==> src/rtl/mmio_bridge.sv <==
// Byte-bus bridge between the CPU and the RAM / IO space at 0x30000.
// IO space holds the UART TX FIFO, the RX byte port, a free-running cycle counter and the stop latch.
module mmio_bridge #(
    parameter int RAM_ADDR_WIDTH = 17,
    parameter int TX_FIFO_WIDTH  = 3
) (
    input  logic                      clk_in,
    input  logic                      rst_in,
    input  logic                      rdy_in,
    input  logic [31:0]               cpu_mem_a,
    input  logic [7:0]                cpu_mem_dout,
    input  logic                      cpu_mem_wr,
    output logic [7:0]                cpu_mem_din,
    output logic                      io_buffer_full,
    output logic                      ram_en,
    output logic                      ram_wr,
    output logic [RAM_ADDR_WIDTH-1:0] ram_addr,
    output logic [7:0]                ram_din,
    input  logic [7:0]                ram_dout,
    output logic [7:0]                tx_data,
    output logic                      tx_valid,
    input  logic                      tx_ready,
    input  logic [7:0]                rx_data,
    input  logic                      rx_valid,
    output logic                      rx_pop,
    output logic                      program_finished,
    output logic                      tx_overflow
);

    localparam int DEPTH = 1 << TX_FIFO_WIDTH;
    localparam logic [TX_FIFO_WIDTH:0] FULL_CNT = (TX_FIFO_WIDTH + 1)'(DEPTH);
    localparam logic [TX_FIFO_WIDTH:0] HIGH_CNT = (TX_FIFO_WIDTH + 1)'(DEPTH - 1);

    logic       acc_vld;
    logic       io_sel;
    logic       io_rd;
    logic       io_wr;
    logic [2:0] io_off;
    logic       unused_hi_addr;

    logic                   ret_sel_q, ret_sel_d;
    logic [7:0]             io_rdata_q, io_rdata_d;
    logic [31:0]            snap_q, snap_d;
    logic [31:0]            cycle_cnt_q, cycle_cnt_d;
    logic [TX_FIFO_WIDTH:0] wr_ptr_q, wr_ptr_d;
    logic [TX_FIFO_WIDTH:0] rd_ptr_q, rd_ptr_d;
    logic                   full_q, full_d;
    logic                   finished_q, finished_d;
    logic                   overflow_q, overflow_d;
    logic [7:0]             fifo_mem_q [DEPTH];

    logic [TX_FIFO_WIDTH:0] fill;
    logic [TX_FIFO_WIDTH:0] fill_next;
    logic                   fifo_full;
    logic                   push_req;
    logic                   push_ok;
    logic                   pop;
    logic [7:0]             push_byte;

    assign unused_hi_addr = ^cpu_mem_a[31:18];

    // Reset masks the CPU side so nothing leaks to RAM or the RX port during reset.
    assign acc_vld = rdy_in & ~rst_in;
    assign io_sel  = (cpu_mem_a[17:16] == 2'b11);
    assign io_off  = cpu_mem_a[2:0];
    assign io_rd   = acc_vld & io_sel & ~cpu_mem_wr;
    assign io_wr   = acc_vld & io_sel & cpu_mem_wr;

    assign ram_en   = acc_vld & ~io_sel;
    assign ram_wr   = ram_en & cpu_mem_wr;
    assign ram_addr = rst_in ? '0 : cpu_mem_a[RAM_ADDR_WIDTH-1:0];
    assign ram_din  = rst_in ? 8'h00 : cpu_mem_dout;

    assign rx_pop = io_rd & (io_off == 3'd0) & rx_valid;

    assign cpu_mem_din = ret_sel_q ? io_rdata_q : ram_dout;

    assign fill      = wr_ptr_q - rd_ptr_q;
    assign fifo_full = (fill == FULL_CNT);
    assign tx_valid  = (wr_ptr_q != rd_ptr_q);
    assign tx_data   = fifo_mem_q[rd_ptr_q[TX_FIFO_WIDTH-1:0]];
    assign pop       = tx_valid & tx_ready;
    assign push_ok   = push_req & (~fifo_full | pop);

    assign io_buffer_full   = full_q;
    assign program_finished = finished_q;
    assign tx_overflow      = overflow_q;

    always_comb begin
        push_req    = 1'b0;
        push_byte   = 8'h00;
        finished_d  = finished_q;
        overflow_d  = overflow_q;
        ret_sel_d   = ret_sel_q;
        io_rdata_d  = io_rdata_q;
        snap_d      = snap_q;
        cycle_cnt_d = cycle_cnt_q + 32'd1;

        if (io_wr) begin
            if (io_off == 3'd0 && cpu_mem_dout != 8'h00) begin
                push_req  = 1'b1;
                push_byte = cpu_mem_dout;
            end else if (io_off == 3'd4) begin
                push_req   = 1'b1;
                push_byte  = 8'h00;
                finished_d = 1'b1;
            end
        end

        if (acc_vld && !cpu_mem_wr) begin
            ret_sel_d = io_sel;
            if (io_sel) begin
                case (io_off)
                    3'd0:    io_rdata_d = rx_valid ? rx_data : 8'h00;
                    3'd4: begin
                        // Snapshot with byte 0 so the upper bytes read later are coherent.
                        snap_d     = cycle_cnt_q;
                        io_rdata_d = cycle_cnt_q[7:0];
                    end
                    3'd5:    io_rdata_d = snap_q[15:8];
                    3'd6:    io_rdata_d = snap_q[23:16];
                    3'd7:    io_rdata_d = snap_q[31:24];
                    default: io_rdata_d = 8'h00;
                endcase
            end
        end

        if (push_req && fifo_full && !pop) begin
            overflow_d = 1'b1;
        end

        wr_ptr_d  = wr_ptr_q + {{TX_FIFO_WIDTH{1'b0}}, push_ok};
        rd_ptr_d  = rd_ptr_q + {{TX_FIFO_WIDTH{1'b0}}, pop};
        fill_next = wr_ptr_d - rd_ptr_d;
        // One slot of margin: the CPU sees the flag a cycle late and may push once more.
        full_d    = (fill_next >= HIGH_CNT);
    end

    always_ff @(posedge clk_in) begin
        if (rst_in) begin
            ret_sel_q   <= 1'b1;
            io_rdata_q  <= 8'h00;
            snap_q      <= 32'd0;
            cycle_cnt_q <= 32'd0;
            wr_ptr_q    <= '0;
            rd_ptr_q    <= '0;
            full_q      <= 1'b0;
            finished_q  <= 1'b0;
            overflow_q  <= 1'b0;
        end else begin
            ret_sel_q   <= ret_sel_d;
            io_rdata_q  <= io_rdata_d;
            snap_q      <= snap_d;
            cycle_cnt_q <= cycle_cnt_d;
            wr_ptr_q    <= wr_ptr_d;
            rd_ptr_q    <= rd_ptr_d;
            full_q      <= full_d;
            finished_q  <= finished_d;
            overflow_q  <= overflow_d;
        end
    end

    always_ff @(posedge clk_in) begin
        if (push_ok) begin
            fifo_mem_q[wr_ptr_q[TX_FIFO_WIDTH-1:0]] <= push_byte;
        end
    end

endmodule

==> config.mk <==
export PLATFORM = sky130hd
export DESIGN_NAME = mmio_bridge
export DESIGN_NICKNAME = d
export VERILOG_FILES = /design/src/rtl/mmio_bridge.sv
export SDC_FILE = /design/constraint.sdc
export NUM_CORES = 1
export LEC_CHECK = 0
export BUFFER_PORTS_ARGS = -buffer_cell sky130_fd_sc_hd__buf_4
export CELL_PAD_IN_SITES_DETAIL_PLACEMENT = 0
export CELL_PAD_IN_SITES_GLOBAL_PLACEMENT = 1
export CORE_MARGIN = 3
export CORE_UTILIZATION = 45
export CTS_BUF_LIST = sky130_fd_sc_hd__clkbuf_4 sky130_fd_sc_hd__clkbuf_8
export CTS_CLUSTER_DIAMETER = 80
export CTS_CLUSTER_SIZE = 30
export DETAILED_ROUTE_END_ITERATION = 12
export PLACE_DENSITY_LB_ADDON = 0.1
export SLEW_MARGIN = 20
export SYNTH_ARGS = -nofsm -noshare
export SYNTH_HDL_FRONTEND = slang
export SYNTH_SLANG_ARGS = --single-unit
==> constraint.sdc <==
create_clock -name clk_in -period 10.6 [get_ports clk_in]
set_input_delay 1.59 -clock clk_in [delete_from_list [all_inputs] [get_ports clk_in]]
set_output_delay 1.59 -clock clk_in [all_outputs]
set_load 0.02 [all_outputs]
# ---- After elaboration in Yosys (flattened, before gate mapping)
# Memories as Yosys holds them, arrays and structs flattened. A register that Yosys moved wholly into a read port is not among the register bits.
# Cells that the tools add are included.
dict set report word_totals {
  output_inout_bits 48
  ramBits 64
  elab_cells 63
  memories 1
  inputBits 62
  register_bits 84
}
# memory words word_bits read_ports rd_clocked_by_memory_dff wr line_no
set mem_list {}
lappend mem_list {fifo_mem_q 8 8 1 1 1 50} ;# logic [7:0] fifo_mem_q [DEPTH];
dict set report op_classes {
  n_addsub 5
  n_reduce_logical 11
  n_eq_ne 7
  muxes 13
  n_lt_le_gt_ge 1
  n_bitwise 16
}
# cell n
set op_table {}
lappend op_table {{2-to-1 mux 8 bit} 5}
lappend op_table {{case mux 8 bit (5 select lines)} 1}
lappend op_table {{adder 32 x 1 -> 32 bit (second input constant)} 1}
lappend op_table {{2-to-1 mux 17 bit} 1}
lappend op_table {{== test 3 bit (second input constant)} 4}
lappend op_table {{bitwise AND 1 bit} 10}
lappend op_table {{adder 4 x 1 -> 4 bit} 2}
lappend op_table {{nonzero test 8 bit} 1}
lappend op_table {{subtractor 4 bit} 2}
lappend op_table {{AND reduction 3 bit} 2}
lappend op_table {{2-to-1 mux 1 bit} 5}
lappend op_table {{NOT 1 bit} 5}
lappend op_table {{== test 4 bit (second input constant)} 1}
lappend op_table {{greater-or-equal comparator 4 x 3 -> 1 bit (second input constant)} 1}
lappend op_table {{logical AND 1 bit} 4}
lappend op_table {{!= test 4 bit} 1}
lappend op_table {{zero test 3 bit} 1}
lappend op_table {{2-to-1 mux 3 bit} 1}
lappend op_table {{== test 2 bit (second input constant)} 1}
lappend op_table {{zero test 1 bit} 2}
lappend op_table {{AND reduction 2 bit} 1}
lappend op_table {{OR 1 bit} 1}

# ---- Logic depth before layout (Yosys ltp)
dict set report logic_depth {
  word_depth 9
  ltp_mapped 16
  mapped_depth_nobuf 14
}

# ---- Least setup slack after synthesis
# Ideal clock, no wire load.
dict set report synth_timing {
  path_kind {input -> output}
  start {input cpu_mem_a[2]}
  end {output rx_pop}
  path_buffers 1
  required_ns 9.010
  stages 3
  slack_ns 6.366
  t_arrival_ns 2.644
  path_cell_list {clkbuf_1 -> nor4b_2 -> and2_1}
}
dict set report synth_between {
  elab_chain_len 3
}
# element line_no
set synth_rtl {}
lappend synth_rtl {{start: declaration} 10} ;# input logic [31:0] cpu_mem_a,
lappend synth_rtl {{zero test 3 bit} 74} ;# assign rx_pop = io_rd & (io_off == 3'd0) & rx_valid;
lappend synth_rtl {{bitwise AND 1 bit (2 in series)} 74}
lappend synth_rtl {{end: declaration} 25} ;# output logic rx_pop,
# Every way passes these cells.

# ---- Final worst setup path
dict set report layout_timing {
  start {input rst_in}
  end {output ram_addr[14]}
}
dict set report layout_between {
  elab_chain_len 1
}
# element line_no
set layout_rtl {}
lappend layout_rtl {{start: declaration} 8} ;# input logic rst_in,
lappend layout_rtl {{2-to-1 mux 17 bit} 71} ;# assign ram_addr = rst_in ? '0 : cpu_mem_a[RAM_ADDR_WIDTH-1:0];
lappend layout_rtl {{end: declaration} 17} ;# output logic [RAM_ADDR_WIDTH-1:0] ram_addr,
# Every way passes these cells.

==> impl_metrics.yaml <==
run_status:
  outcome: "finished clean"
pwr:
  ir_worst_vdd_uv: 75.67
  swShare: 0.2230
  comb_power_share: 0.053
  p_total_mw: 1.097
  p_seq_frac: 0.513
  switchingPower_uw: 244.5
  leakagePower_nw: 2.737
  clkPwrFrac: 0.434
  p_int_uw: 852.2
  cellPowerDensity_nw_per_um2: 143.2
synth:
  synth_compound_area_frac: 0.03739
  ys_seq_area_frac: 0.5359
  synth-simple-area-share: 0.1850
  yosysWarningCount: 0
  synthCells: 550
  synth_edf_count: 64
  synth_top_family_by_area: "simple AND/OR/NAND/NOR gates"
  yosys-mux-area-fraction: 0.1342
  syn_nets: 624
  ys_async_sr_fraction: 0
  synth-seq-cells: 140
  synth_cell_types: 52
  ys.flop_type: "dfxtp_1"
  syn_area_sq_um: 6425
  synth-xor-area-share: 0.04849
  synth.avg_cell_area_sq_um: 11.68
  synthAdderAreaFrac: 0.02454
sta:
  setup-tns-final_ns: 0
  hold_violations: 0
  finalCritPeriodShare: 0.4201
  slew_headroom: 0.3391
  setup_violations: 0
  fmax_mhz: 224.6
  post-route-min-period_ns: 4.453
  worst_slack_ns: 6.147
  rsz0062_at_grt: "false"
  worst_pin_slew_ns: 0.9900
  fin_worst_hold_slack_ns: 0.4689
  drv_slew: 0
  skew_ns: 0.01025
worst_setup_path:
  cp.arrival_ns: 2.86
  cp_cell_sequence: "buf_4, buf_4, nor2b_1, buf_4"
  cpMostUsedCell: "buf_4"
  start_kind: "input port"
  end_kind: "output pin"
  worstPathRequired_ns: 9.01
  crit_fanout: 54
  path_class: "input port to output pin"
  crit_path_top_delay_cell: "buf_4"
  cp_slowest_stage_delay_ns: 0.57
detailed_routing:
  vias: 4359
  dr.pass1.iters: 5
  drc: 0
  viasPerCell: 5.252
  ant_nets: 0
  drt_wl_total_um: 14290
  drtIter0Drc: 318
  wire_per_inst_um: 17.22
cts:
  clock-sinks: 140
  h-tree-depth: 4
  clock-root-buffer: "clkbuf_8"
  clk_path_buf_depth: 2
  tritoncts: "done"
  post_cts_resized: 0
  cts_buffers: 17
  clk_latency_ns: 0.45
  post_cts_buffers: 0
  cts_hold_buf: 0
  cts.clk_slew.worst_paths_ns: 0.08
global_route:
  antenna_found_initial: 0
  grt_pass1_wl_um: 23070
  grt_pass1_vias: 4353
  grt.total_usage: 0.1854
  grt_remaining_overflow: 0
  grt_max_degree: 55
layout:
  antennaDiodeCount: 0
  utilization: 0.5498
  fin_cells: 830
  multi_input_area_sq_um: 2760
  seq_area_sq_um: 3443
  drive_above_1_share: 0.2692
  nFillCells: 1201
  finalNetCount: 711
  stdcell_area_sq_um: 7661
  area_delta_synth_final_pct: 19.24
placement:
  gp_congestion: 0.7987
  portBuffers: 95
  place_ws_ns: 5.902
  place_hpwl_um: 10010
  dp_cells: 798
  dpl-instance-area_sq_um: 7221
floorplanning:
  num_rows: 43
  io_pins: 110
  die_h_um: 125.5
  coreArea_sq_um: 13930
  die_w_um: 125.5
  start_util: 0.4611
  die_area_sq_um: 15750
hold_path:
  hold_class: "flop to flop"
run:
  maxCapViolCount: 0
[cells in the final DEF, fill, tap and decap left out, types with 11 or more instances in the layout]
master	n
ha_1	11
nor2b_1	32
o21ai_0	15
nor2_1	63
mux2i_1	34
dfxtp_1	76
and2_1	11
a21oi_1	13
xnor2_1	20
nand2_1	42
edfxtp_1	64
nand3_1	14
clkbuf_8	18
xor2_1	13
buf_4	99
inv_1	12
mux4_2	18
[worst max-delay path, delay by kind of cell]
kind                   cells  cell delay [ns]
AND/OR/NAND/NOR            1             0.11
buffers and inverters      3             1.12
[routing by layer]
| metal | vias to the layer above | global-route usage | share of wire |
|---|---|---|---|
| li1 | 2141 | - | - |
| met1 | 2132 | 0.2304 | 0.43 |
| met2 | 67 | 0.3191 | 0.51 |
| met3 | 19 | 0.04314 | 0.037 |
| met4 | 0 | 0.06122 | 0.017 |
| met5 | - | 0 | 0 |
[power groups by stage]
stage                     registers, mW  clock network (mW)  logic (mW)
after floorplan                   0.574                   0      0.0317
after global placement            0.575                   0      0.0583
after detailed placement          0.575                   0      0.0588
after CTS                         0.563               0.486      0.0589
after global routing              0.563               0.511      0.0629
final                             0.563               0.476      0.0582
[flip-flops by register name (all words and copies together) (netlist names), 4 cells and up]
register,count
fifo_mem_q,64
cycle_cnt_q,32
snap_q,24
io_rdata_q,8
rd_ptr_q,4
wr_ptr_q,4
[cell usage after synthesis, types with 2 or more instances]
master | number | share of area
and4_1 | 5 | 0.0068
a21oi_1 | 13 | 0.010
o21ai_0 | 15 | 0.012
nor2b_1 | 32 | 0.031
nand2b_1 | 2 | 0.0019
edfxtp_1 | 64 | 0.30
mux2_2 | 8 | 0.014
and4b_1 | 3 | 0.0047
nand4_1 | 7 | 0.0068
nor3_2 | 8 | 0.012
and2_1 | 11 | 0.011
dfxtp_1 | 76 | 0.24
a22oi_1 | 3 | 0.0035
nand3_1 | 14 | 0.011
a31oi_1 | 2 | 0.0019
ha_1 | 11 | 0.021
nand2_1 | 42 | 0.025
nor2_1 | 63 | 0.037
or3_1 | 7 | 0.0068
clkbuf_8 | 2 | 0.0043
o22ai_1 | 6 | 0.0058
nor4_2 | 2 | 0.0039
buf_2 | 6 | 0.0047
mux4_2 | 18 | 0.063
clkbuf_1 | 20 | 0.012
xor2_1 | 13 | 0.018
nor4b_2 | 2 | 0.0047
xnor2_1 | 20 | 0.027
mux2i_1 | 34 | 0.053
inv_1 | 12 | 0.0070
nor4_1 | 3 | 0.0029
and3_1 | 6 | 0.0058
[cells by family after synthesis]
logic type	count (synthesis)
AO/OA/AOI/OAI	43
XOR/XNOR	34
flip-flops	140
adder cells (fa/ha/maj)	12
buffers and inverters	44
multiplexers	61
AND/OR/NAND/NOR	216
[cell type report]
class / instances / share of cell area
clock buffers: 18 / 0.03234
clock inverters: 14 / 0.02515
inverters: 13 / 0.006369
multi-input cells: 366 / 0.3603
flip-flops and latches: 140 / 0.4495
well taps: 180 / 0.02940
repair buffers: 99 / 0.09701
[worst paths after layout]
| kind | slack, ns | endpoint | startpoint | depth (start not counted) |
|---|---|---|---|---|
| worst min-delay path | 0.47 | io_rdata_q[1] | io_rdata_q[1] | 2 |
| worst max-delay path | 6.15 | ram_addr[14] | rst_in | 4 |
| worst min register to register | 0.47 | io_rdata_q[1] | io_rdata_q[1] | 2 |
| worst max register to register | 6.40 | io_buffer_full | rd_ptr_q[2] | 12 |
No activity file was read; power rests on OpenSTA's default activity.
